## src/rtl/predictive_decoder.sv

```systemverilog
// predictive_decoder
// Receiver side of the 3-tap linear predictor. Each accepted prediction error
// is added to the prediction formed from the decoder's own reconstructed
// history. The result is presented through a one-entry valid/ready output register.
//
// Ports:
//   Clk          clock, rising edge
//   reset        asynchronous active-low reset
//   w_ld         load w0_in..w2_in into the weight registers
//   w0_in..w2_in tap weights (w0 -> newest history sample, w2 -> oldest)
//   clr          synchronous history / sample counter clear (frame start)
//   err          received prediction error, two's complement
//   err_valid    err is valid
//   err_ready    block can take err this cycle
//   x            reconstructed sample
//   x_valid      x is valid
//   x_ready      downstream accepts x
//   sample_cnt   samples accepted since reset or clr (wraps)
module predictive_decoder #(
    parameter int unsigned W     = 9,
    parameter int unsigned CNT_W = 16
) (
    input  logic             Clk,
    input  logic             reset,
    input  logic             w_ld,
    input  logic [W-1:0]     w0_in,
    input  logic [W-1:0]     w1_in,
    input  logic [W-1:0]     w2_in,
    input  logic             clr,
    input  logic [W-1:0]     err,
    input  logic             err_valid,
    output logic             err_ready,
    output logic [W-1:0]     x,
    output logic             x_valid,
    input  logic             x_ready,
    output logic [CNT_W-1:0] sample_cnt
);

    logic [W-1:0]     wr0_q, wr1_q, wr2_q;
    logic [W-1:0]     wr0_d, wr1_d, wr2_d;
    logic [W-1:0]     h1_q, h2_q, h3_q;
    logic [W-1:0]     h1_d, h2_d, h3_d;
    logic [W-1:0]     x_q, x_d;
    logic             x_valid_q, x_valid_d;
    logic [CNT_W-1:0] cnt_q, cnt_d;

    logic             accept;
    logic [W-1:0]     hb1, hb2, hb3;
    logic [CNT_W-1:0] cnt_base;
    logic [W-1:0]     p0, p1, p2;
    logic [W-1:0]     x_hat, x_new;

    assign err_ready  = !x_valid_q || x_ready;
    assign x          = x_q;
    assign x_valid    = x_valid_q;
    assign sample_cnt = cnt_q;

    always_comb begin
        accept = err_valid && err_ready;

        // clr takes effect before the prediction, so a sample accepted in
        // the same cycle sees an all-zero history and a zero count.
        hb1      = clr ? '0 : h1_q;
        hb2      = clr ? '0 : h2_q;
        hb3      = clr ? '0 : h3_q;
        cnt_base = clr ? '0 : cnt_q;

        // Each product is kept to W bits before summing; wrap-around is
        // what keeps this bit-exact with the encoder.
        p0    = wr0_q * hb1;
        p1    = wr1_q * hb2;
        p2    = wr2_q * hb3;
        x_hat = p0 + p1 + p2;
        x_new = x_hat + err;

        h1_d      = hb1;
        h2_d      = hb2;
        h3_d      = hb3;
        cnt_d     = cnt_base;
        x_d       = x_q;
        x_valid_d = x_valid_q;

        if (accept) begin
            h3_d      = hb2;
            h2_d      = hb1;
            h1_d      = x_new;
            x_d       = x_new;
            x_valid_d = 1'b1;
            cnt_d     = cnt_base + CNT_W'(1);
        end else if (x_valid_q && x_ready) begin
            x_valid_d = 1'b0;
        end

        // Weights change at the edge; the sample above used the old ones.
        wr0_d = w_ld ? w0_in : wr0_q;
        wr1_d = w_ld ? w1_in : wr1_q;
        wr2_d = w_ld ? w2_in : wr2_q;
    end

    always_ff @(posedge Clk or negedge reset) begin
        if (!reset) begin
            wr0_q     <= '0;
            wr1_q     <= '0;
            wr2_q     <= '0;
            h1_q      <= '0;
            h2_q      <= '0;
            h3_q      <= '0;
            x_q       <= '0;
            x_valid_q <= 1'b0;
            cnt_q     <= '0;
        end else begin
            wr0_q     <= wr0_d;
            wr1_q     <= wr1_d;
            wr2_q     <= wr2_d;
            h1_q      <= h1_d;
            h2_q      <= h2_d;
            h3_q      <= h3_d;
            x_q       <= x_d;
            x_valid_q <= x_valid_d;
            cnt_q     <= cnt_d;
        end
    end

endmodule

```

## config.mk

```make
export PLATFORM = sky130hd
export DESIGN_NAME = predictive_decoder
export DESIGN_NICKNAME = d
export VERILOG_FILES = /design/src/rtl/predictive_decoder.sv
export SDC_FILE = /design/constraint.sdc
export NUM_CORES = 1
export LEC_CHECK = 0
export BUFFER_PORTS_ARGS = -buffer_cell sky130_fd_sc_hd__buf_2
export CELL_PAD_IN_SITES_DETAIL_PLACEMENT = 1
export CELL_PAD_IN_SITES_GLOBAL_PLACEMENT = 1
export CORE_MARGIN = 4
export CORE_UTILIZATION = 48
export DETAILED_ROUTE_END_ITERATION = 10
export GPL_TIMING_DRIVEN = 1
export HOLD_SLACK_MARGIN = 0.15
export PLACE_DENSITY_LB_ADDON = 0.05
export SLEW_MARGIN = 10
export SYNTH_ARGS = -nofsm -noshare
export SYNTH_HDL_FRONTEND = slang
export SYNTH_SLANG_ARGS = --single-unit
```

## constraint.sdc

```tcl
create_clock -name Clk -period 7.5 [get_ports Clk]
set_input_delay 1.125 -clock Clk [delete_from_list [all_inputs] [get_ports Clk]]
set_output_delay 1.125 -clock Clk [all_outputs]
set_load 0.01 [all_outputs]
```

Word level (Yosys, flattened, before mapping)
Cells that the tools add are included.

Flip-flop bits (word level): 80. Latch bits: 0. Memory bits (writable): 0. Memory bits (read-only): 0. Input port bits: 42. Output and inout bits: 27. Word-level logic and storage cells: 31. Memories: 0.

Add/sub/neg operators: 4. Multiply operators: 3. Div/mod/pow operators: 0. Magnitude comparators: 0. Equality and inequality tests: 0. Shift-type cells: 0. Muxes and demuxes: 10. Bitwise logic cells: 0. Reduce and logical (&&, ||, !) cells: 5.

Operator list (count): $mux W9 (6); $mux W16 (2); $add A9 B9 Y9 (3); $mul A9 B9 Y9 (3); $add A16 B1 Y16 const B (1); $logic_and A1 B1 Y1 (2); $mux W1 (2); $reduce_bool A2 Y1 (1); $logic_not A1 Y1 (1); $logic_or A1 B1 Y1 (1).

Depth between registers and ports, before layout
Gate-level depths: netlist (run 1).

Depth in word-level cells: 6. Gate-level depth with buffers: 26. Depth with buffers taken out: 24.

Least setup slack after synthesis (run 1)
No wires, ideal clock.

Kind: input to register. Start: in clr. End: reg h1_q[8]. Library setup time: 0.133 ns. Data arrival time: 7.079 ns. Data required time: 7.367 ns. Path slack: 0.288 ns. Cell stages on the path: 23. Buffers on the path: 2. Path through: clkbuf_1 clkbuf_1 nor2b_1 and2_1 fa_1 inv_1 fa_1 fa_1 fa_1 inv_1 fa_1 fa_1 inv_1 fa_1 inv_1 ha_1 o21ai_0 nand2b_1 a21o_1 a21oi_1 xnor3_1 xnor2_2 o21ai_1.

Word-level cells in the longest chain between the ends: 6. Elaborated cells between the ends (all ways): 10. Those cells by class: add/sub: 3; mul: 3; mux: 4.

RTL lines: from (decl) (line 29) `input logic clr,`; $mux W9, on equally long branches (line 63, 64); $mul A9 B9 Y9, on equally long branches (line 70, 71); $add A9 B9 Y9 (2 in series) (line 73) `x_hat = p0 + p1 + p2;`; $add A9 B9 Y9 (line 74) `x_new = x_hat + err;`; $mux W9 (*) (line 83) `if (accept) begin`; net h1_d[8] (line 42) `logic [W-1:0] h1_d, h2_d, h3_d;`; to (signal assigned) (line 105) `h1_q <= '0;`; to (signal assigned) (line 115) `h1_q <= h1_d;`; to (decl) (line 41) `logic [W-1:0] h1_q, h2_q, h3_q;`.

Mark *: on every way through the listed nets, which the timed path passes. The rest lies on a longest branch. A chain may end at the register's enable or synchronous reset.

Worst setup path after layout (run 1)
Ends and elaborated chain as after synthesis.

==> summary by stage, run 1 <==
Synth
The share of synthesized cell area in full adder, half adder and majority cells is 31.5%. The sequential-to-total area share from yosys stat is 27.9%. The synthesized netlist devotes under 10% of its cell area to compound gates. After Yosys synthesis, and, or, nand and nor cells account for between 15 and 20% of the synthesized area.

The proportion of synthesized area in mux cells is 4.39%. Counting every net in the synthesized netlist gives ~910. After synthesis the cells add up to roughly 7200 µm². Dividing the synthesized area by the synthesized cell count gives 9.86 µm². In the synthesized netlist, the number of instances is 729.

The number of distinct library cell variants in the gate-level netlist after synthesis is 30. The area share of xor/xnor cells in the synthesized design is 8.89%. Yosys printed 0 warnings. The main combinational cell family by area after synthesis is adder cells. The flip-flop and latch count after synthesis is 80.

Clock tree
TritonCTS built the clock tree. The total CTS buffers is 9. For the worst-skew pair, the clock arrives at the later sink with an insertion delay of approximately 0.33 ns. The sink count of the clock tree is 80.

The clock input transition at the sequential cells of the worst setup and hold paths is 0.06 ns. The number of hold buffers added after CTS was 0. The H-tree was split into 3 levels. The root buffer cell is sky130_fd_sc_hd__clkbuf_16. Post-CTS timing repair inserted 0 buffers for setup. The clock passes through at most 2 buffers.

Timing
The worst-margin pin slew is around 1.0 ns. The worst-case clock skew is 0.00722 ns. Setup repair after global routing left no endpoint under its margin. The count of endpoints failing hold in the final timing report is 0.

The final period demand of the worst path is 7.09 ns. After layout, the worst setup slack is 0.409 ns. The number of setup violations in the final report is 0. The setup TNS is 0 ns. The share of the clock period used by the worst path after layout is between 90% and 100%. Derived from the worst setup path, the maximum achievable clock frequency is 141 MHz. The count of final max-slew check failures was 0. The worst-case headroom to the max-slew limit is between 30% and 40%.

Final layout
The number of filler cells placed in the layout is 1678. From synthesis to final layout, the design area changed by 12.3%. The net count of the finished layout is 975.

The library cell used most frequently in the layout, excluding fill and tap cells, is sky130_fd_sc_hd__nand2_1. The finished layout cell area is between 8000 and 9000 µm². In the layout the commonest cells are sky130_fd_sc_hd__nand2_1 (126), sky130_fd_sc_hd__inv_1 (97), sky130_fd_sc_hd__dfrtp_1 (80), sky130_fd_sc_hd__fa_1 (77), sky130_fd_sc_hd__buf_2 (67). The total inserted antenna cells is 0. The final cell count without fillers is around 1000. The fraction of final layout cells with drive strength greater than 1 is 15.2%.

Floorplan
The effective utilization at floorplan is 49.3%. The width of the die is 130 µm. The overall die height is 130 µm.

The core region is 14600 µm². The floorplan step defined a die boundary enclosing between 15000 and 20000 µm². In this run the core area contains 44 standard-cell rows.

The number of I/O pins is 69.

Worst setup path
The critical path goes through buf_2 -> buf_12 -> nor2b_1 -> nand2_1 -> fa_1 -> inv_1 -> ha_1 -> fa_1 -> fa_1 -> inv_1 -> fa_1 -> fa_1 -> fa_1 -> inv_1 -> ha_1 -> nor2b_1 -> o21ai_0 -> nand2b_1 -> a21o_1 -> a21oi_1 -> xnor3_1 -> xnor2_2 -> o21ai_1. STA classifies the critical path startpoint as an input pin. The largest individual stage delay along the critical path comes from the cell sky130_fd_sc_hd__fa_1. The critical path is of the input pin to flop type.

The worst setup path is captured at a flop. The delay contributed by the slowest stage of the critical path is about 0.57 ns. STA puts the critical path data required time at 7.69 ns. The signal arrival time at the worst endpoint is 7.28 ns. The maximum fanout count along the critical path is 26.

The cell type with the highest occurrence count on the critical path is sky130_fd_sc_hd__fa_1.

Pwr
In this run the static leakage power is 0.00406 µW. The sequential share of power is 31.3%. The logic gate share of total power is 44.1%. The worst ir drop on vdd is 0.000139 V.

The switching component of the power is 688 µW. The switching power share of the total is a little under two fifths. For this design the ratio of total power to cell area is 224 nW/µm².

The clock network is responsible for between 20% and 30% of the overall power. The total internal power is 1120 µW.

Global routing
The largest net degree at the start of global routing is 81. The number of antenna violations at the first check in global routing is 0. The remaining global-route overflow is 0. The first global-routing pass estimated roughly 31000 µm of wire. The via count of the first global-routing pass is slightly below 6000. For this run, the total global-route usage over all layers was measured as roughly 24%.

Drt
The per-cell via count in the routed design is 5.22. The routed wire length per instance is 19.2 µm. The total detailed-routing wirelength is 19000 µm. Once detail routing completed, the nets flagged for antenna violations numbered 0. The number of DRC violations after detailed routing is 0. After the first detailed-routing iteration, the DRC count stood at about 230. The number of vias in the routed layout is just over 5000. The number of detailed-route iterations in the first pass is 4.

Flow run
Across the run, the number of max-cap violations was 0.

Place
In this run, placement finished with an instance count of 971. After legalization and detailed placement, the total HPWL measured 15500 µm. Before CTS, the worst setup slack after placement is -0.0808 ns.

During placement, the flow inserted port buffers numbering 68. The congestion estimate from routability-driven global placement came to 0.858. The area of placed instances is 7770 µm².

Run status
The run finished with clean final reports.

Hold path
The worst min-delay path category is flop to flop.
[critical path: cells and delay by family]
kind	cells	cell delay (ns)
AO/OA/AOI/OAI	4	0.62
XOR/XNOR	2	0.68
adder cells (fa/ha/maj)	8	3.60
buffers and inverters	5	0.53
AND/OR/NAND/NOR	4	0.71
[kinds of logic after synthesis]
kind of cell	after synthesis
flip-flops	80
buffers and inverters	116
multiplexers	28
XOR/XNOR	69
AO/OA/AOI/OAI	37
adder cells (fa/ha/maj)	135
AND/OR/NAND/NOR	264
[per-layer routing]
| layer | vias up | wire length (µm) | share of wire (%) | GRT usage (%) |
|---|---|---|---|---|
| met5 | - | 0 | 0 | 0 |
| met4 | 0 | 461 | 2.4 | 7.44 |
| met3 | 25 | 727 | 3.8 | 3.54 |
| met2 | 88 | 9240 | 49 | 39.4 |
| met1 | 2663 | 8530 | 45 | 33.3 |
| li1 | 2376 | - | - | - |
[synth_stat cells]
master,count,area [µm²]
sky130_fd_sc_hd__nor3_1,1,5.00
sky130_fd_sc_hd__mux2_2,28,315
sky130_fd_sc_hd__and2_1,66,413
sky130_fd_sc_hd__a21oi_1,17,85.1
sky130_fd_sc_hd__fa_1,77,1540
sky130_fd_sc_hd__xor2_1,16,140
sky130_fd_sc_hd__nand3_1,5,25.0
sky130_fd_sc_hd__and3_1,1,6.26
sky130_fd_sc_hd__dfrtp_1,80,2000
sky130_fd_sc_hd__nand2_1,126,473
sky130_fd_sc_hd__nor2_1,13,48.8
sky130_fd_sc_hd__nor3b_2,1,12.5
sky130_fd_sc_hd__nand2b_1,9,56.3
sky130_fd_sc_hd__nor2b_1,27,169
sky130_fd_sc_hd__xnor2_1,50,438
sky130_fd_sc_hd__nor3b_1,2,15.0
sky130_fd_sc_hd__xnor3_1,2,45.0
sky130_fd_sc_hd__o21ai_0,10,50.1
sky130_fd_sc_hd__nand3b_1,4,30.0
sky130_fd_sc_hd__buf_1,2,7.51
sky130_fd_sc_hd__ha_1,58,726
sky130_fd_sc_hd__buf_2,1,5.00
sky130_fd_sc_hd__o21ai_1,2,10.0
sky130_fd_sc_hd__inv_1,97,364
sky130_fd_sc_hd__or3_1,2,12.5
sky130_fd_sc_hd__clkbuf_1,16,60.1
sky130_fd_sc_hd__xnor2_2,1,16.3
sky130_fd_sc_hd__nand4_1,2,12.5
sky130_fd_sc_hd__a21o_1,8,60.1
sky130_fd_sc_hd__and3b_1,5,43.8
[flip-flops by register name, summed over array words and instances, names as in the netlist]
signal      flops
x               9
h2_q            9
sample_cnt     16
h1_q            9
h3_q            9
wr2_q           9
x_valid         1
wr1_q           9
wr0_q           9
[final timing paths]
check	startpoint	endpoint	slack (ns)	depth (start not counted)
min reg2reg	x[0]$_DFFE_PN0P_	x[0]$_DFFE_PN0P_	0.48	2
max reg2reg	h2_q[1]$_DFF_PN0_	h1_q[8]$_DFF_PN0_	1.05	21
max	clr	h1_q[8]$_DFF_PN0_	0.41	23
min in group asynchronous	reset	wr1_q[3]$_DFFE_PN0P_	0.96	1
max in group asynchronous	reset	h1_q[2]$_DFF_PN0_	5.85	1
min	x[0]$_DFFE_PN0P_	x[0]$_DFFE_PN0P_	0.48	2
[stage by stage]
stage	power, µW	utilization (%)	hold WS, ns
final	1810	55.3	0.480
after global routing	1940	55.3	0.503
after CTS	1820	55.3	0.483
after detailed placement	1370	53.3	0.461
after global placement	1330	53.3	0.456
after floorplan	1100	-	0.478
[final cells by class]
type,instances,area [µm²],area share (%)
clock buffer,13,260,3.22
clock inverter,3,40.0,0.496
inverter,97,364,4.51
multi-input combinational,533,4750,58.9
sequential,80,2000,24.8
tap,184,230,2.85
timing repair buffer,77,423,5.24
[power groups by stage]
stage | clock [µW] | combinational (µW) | sequential [µW]
after floorplan | 0 | 551 | 548
after global placement | 0 | 764 | 569
after detailed placement | 0 | 795 | 573
after CTS | 450 | 807 | 566
after global routing | 473 | 897 | 574
final | 444 | 797 | 567
[timing repair]
action	in CTS	in global routing
resized for setup	0	1
endpoints found under the setup margin	0	2
hold endpoints to repair	0	0
(Power assumes the default switching activity.)
==> run 2, diff against run 1 <==
--- a/config.mk
+++ b/config.mk
@@ -8,6 +8,7 @@
 export BUFFER_PORTS_ARGS = -buffer_cell sky130_fd_sc_hd__buf_2
 export CELL_PAD_IN_SITES_DETAIL_PLACEMENT = 1
 export CELL_PAD_IN_SITES_GLOBAL_PLACEMENT = 1
+export CORE_ASPECT_RATIO = 1.75
 export CORE_MARGIN = 4
 export CORE_UTILIZATION = 48
 export DETAILED_ROUTE_END_ITERATION = 10
==> run 2 against run 1 <==
  * Die area rose by 0.45%
  * Combinational power decreased by 2%
  * Sequential share of layout area up 0.058 points
  * Cell area shrank 0.23%
  * Count of clock-buffer cells in the layout is 3 lower
  * Largest cell class unchanged
  * Non-clock buffer count is the same
  * Global-route usage grew 1.5 points
  * Highest routed layer unchanged
  * Final cell count fell by 0.41%
==> summary by stage, run 2 (same netlist as run 1, synthesis figures left out) <==
Timing
The worst-case clock skew came to 0.0161 ns (+0.00889 ns). The worst-margin pin slew is 1.05 ns (+0.0145 ns). The number of setup violations in the final report is 0 (unchanged). The timing-limited maximum frequency is 142 MHz (+0.37%). The count of final max-slew check failures came to 0 (unchanged).

Setup repair after global routing left no endpoint under its margin. The worst setup margin was 0.435 ns (+0.0258 ns). The share of the clock period used by the worst path after layout is 94.2% (-0.34 points). The setup TNS is 0 ns (unchanged). The final period demand of the worst path is 7.07 ns (-0.0258 ns). The count of endpoints failing hold in the final timing report is 0 (unchanged).

The worst-case headroom to the max-slew limit is 29.8% (-0.97 points).

Worst setup path
The kind of start point of the critical path is an input pin. The start point of the critical path is clr. The critical register-to-register path startpoint is h2_q[1]$_DFF_PN0_.

The required time of the worst setup path is 7.73 ns (+0.04 ns). The element type at the critical path end is a flop. The signal arrival time at the worst endpoint was 7.29 ns (about the same). The maximum fanout count along the critical path is 16 (-38%).

The critical path in this run is classified as input pin to flop.

Global routing
The global routing usage summed across all routing layers is 25.5% (+1.5 points). The via count of the first global-routing pass is 6074 (+5.3%). The number of antenna violations at the first check in global routing is 0 (unchanged). The largest net degree at the start of global routing came to 81 (unchanged). The wire length of the first global-routing pass is 32500 µm (+5.0%).

The remaining global-route overflow is 0 (unchanged).

Final layout
The total inserted antenna cells is 0 (unchanged). The area growth from synthesis to layout is 12.0%. The net count of the finished layout is 975 (unchanged). The number of flip-flops under the largest register name is 16 (unchanged). The final cell count without fillers came to 983 (-0.41%). The library cell used most frequently in the layout, excluding fill and tap cells, is sky130_fd_sc_hd__nand2_1. The fraction of final layout cells with drive strength greater than 1 came to 15.3% (+0.12 points). Leaving out fill and tap cells, the most frequent cells in the layout are sky130_fd_sc_hd__nand2_1 (126), sky130_fd_sc_hd__inv_1 (97), sky130_fd_sc_hd__dfrtp_1 (80), sky130_fd_sc_hd__fa_1 (77), sky130_fd_sc_hd__buf_2 (67).

Hold path
The worst min-delay path category is flop to flop. The startpoint identified for the worst hold timing path is x[6]$_DFFE_PN0P_.

Clock tree
The clock input transition at the sequential cells of the worst setup and hold paths is 0.08 ns (+0.02 ns). The count of hold-fix buffers inserted at cts is 0 (unchanged). TritonCTS built the clock tree. The post-CTS setup buffer count is 0 (unchanged).

The maximum number of buffers from clock root to sink came to 2 (unchanged). The number of levels in the clock H-tree came to 3 (unchanged). The sink count of the clock tree is 80 (unchanged).

The number of resized instances in the post-cts repair step is 0 (unchanged). The root buffer cell is sky130_fd_sc_hd__clkbuf_16. The total CTS buffers was 9 (unchanged). The clock latency at the later pin of the worst-skew pair is 0.35 ns (+0.02 ns).

Pwr
The worst ir drop on vdd came to 0.000141 V (+1.7%). The total power density per cell area is 223 nW/µm² (-0.66%). The leakage component of the power is 0.00405 µW (-0.32%).

Floorplan
The die footprint came to 17100 µm² (+0.45%). The width of the die is 101 µm (-23%). The effective utilization at floorplan is 49.5% (+0.25 points).

The number of I/O pins was 69 (unchanged). The count of standard-cell rows is 58 (+32%). The overall die height is 170 µm (+30%). The area of the placeable core is 14500 µm² (-0.51%).

Drt
The per-cell via count in the routed design came to 5.28 (+1.1%). The total detailed-routing wirelength is 20400 µm (+7.6%). The number of DRC violations after detailed routing was 0 (unchanged).

The routed wire length per instance is 20.8 µm (+8.0%). The number of detailed-route iterations in the first pass was 4 (unchanged). The starting DRC count in detailed routing is 135 (-40%). The number of vias in the routed layout is 5189 (+0.72%). The post-detailed-route count of antenna-violating nets was 0 (unchanged).

Place
The number of port buffers is 68 (unchanged). The final weighted congestion of routability-driven global placement was 0.940 (+9.6%). The cell total after placement was 967 (-0.41%). The worst slack at placement is 0.0604 ns (+0.141 ns). The detailed placer's ending HPWL is 16500 µm (+6.5%).

Run status
The flow ran to the end, and the final reports show no timing, DRC or antenna violations.

Flow run
The number of max-capacitance violations reported came to 0 (unchanged).
[run 2: worst paths after layout]
check,end,cells past startpoint,slack [ns]
setup / recovery,x[8]$_DFFE_PN0P_,23,0.43
hold / removal,x[6]$_DFFE_PN0P_,1,0.48
setup reg to reg,x[8]$_DFFE_PN0P_,21,1.06
hold reg to reg,x[6]$_DFFE_PN0P_,1,0.48
max in group asynchronous,h1_q[1]$_DFF_PN0_,1,5.86
min in group asynchronous,sample_cnt[13]$_DFF_PN0_,1,0.96
[run 2: per-stage QoR]
step / area [µm²] / hold slack (ns) / power, µW / util (%)
2_1_floorplan: 7190 / 0.478 / 1100 / -
3_3_place_gp: 7760 / 0.458 / 1330 / 53.5
3_5_place_dp: 7760 / 0.459 / 1360 / 53.5
4_1_cts: 8050 / 0.485 / 1820 / 55.5
5_1_grt: 8050 / 0.509 / 1920 / 55.5
6_report: 8050 / 0.476 / 1790 / 55.5
[run 2: critical path: stages]
cell and delay, ns:
sky130_fd_sc_hd__buf_2 0.23, sky130_fd_sc_hd__nor2b_1 0.39, sky130_fd_sc_hd__buf_4 0.21, sky130_fd_sc_hd__nand2_1 0.07
sky130_fd_sc_hd__fa_1 0.49, sky130_fd_sc_hd__inv_1 0.06, sky130_fd_sc_hd__fa_1 0.52, sky130_fd_sc_hd__inv_1 0.06
sky130_fd_sc_hd__fa_1 0.54, sky130_fd_sc_hd__inv_1 0.06, sky130_fd_sc_hd__fa_1 0.52, sky130_fd_sc_hd__fa_1 0.48
sky130_fd_sc_hd__fa_1 0.56, sky130_fd_sc_hd__inv_1 0.06, sky130_fd_sc_hd__fa_1 0.45, sky130_fd_sc_hd__xor2_1 0.17
sky130_fd_sc_hd__xnor2_1 0.20, sky130_fd_sc_hd__xnor2_1 0.16, sky130_fd_sc_hd__xnor2_1 0.15, sky130_fd_sc_hd__xnor2_1 0.16
sky130_fd_sc_hd__xnor3_1 0.39, sky130_fd_sc_hd__xnor2_2 0.18, sky130_fd_sc_hd__o21ai_1 0.08
[run 2: report_power, final]
group          switching (µW)  internal, µW
logic                     429           353
clock network             207           237
registers                75.1           491
total                     711          1080
[run 2: metal layers]
| layer | GRT usage [%] | wire [µm] | share of wire (%) |
|---|---|---|---|
| met5 | 0 | 0 | 0 |
| met4 | 13.8 | 1160 | 5.7 |
| met3 | 2.87 | 463 | 2.3 |
| met2 | 47.3 | 11200 | 55 |
| met1 | 27.9 | 7550 | 37 |
[run 2: layout make-up]
class                      count  area (µm²)
fill                        1669        6460
multi-input combinational    533        4750
sequential                    80        2000
timing repair buffer          77         423
inverter                      97         364
clock buffer                  10         239
tap                          180         225
clock inverter                 6        50.0
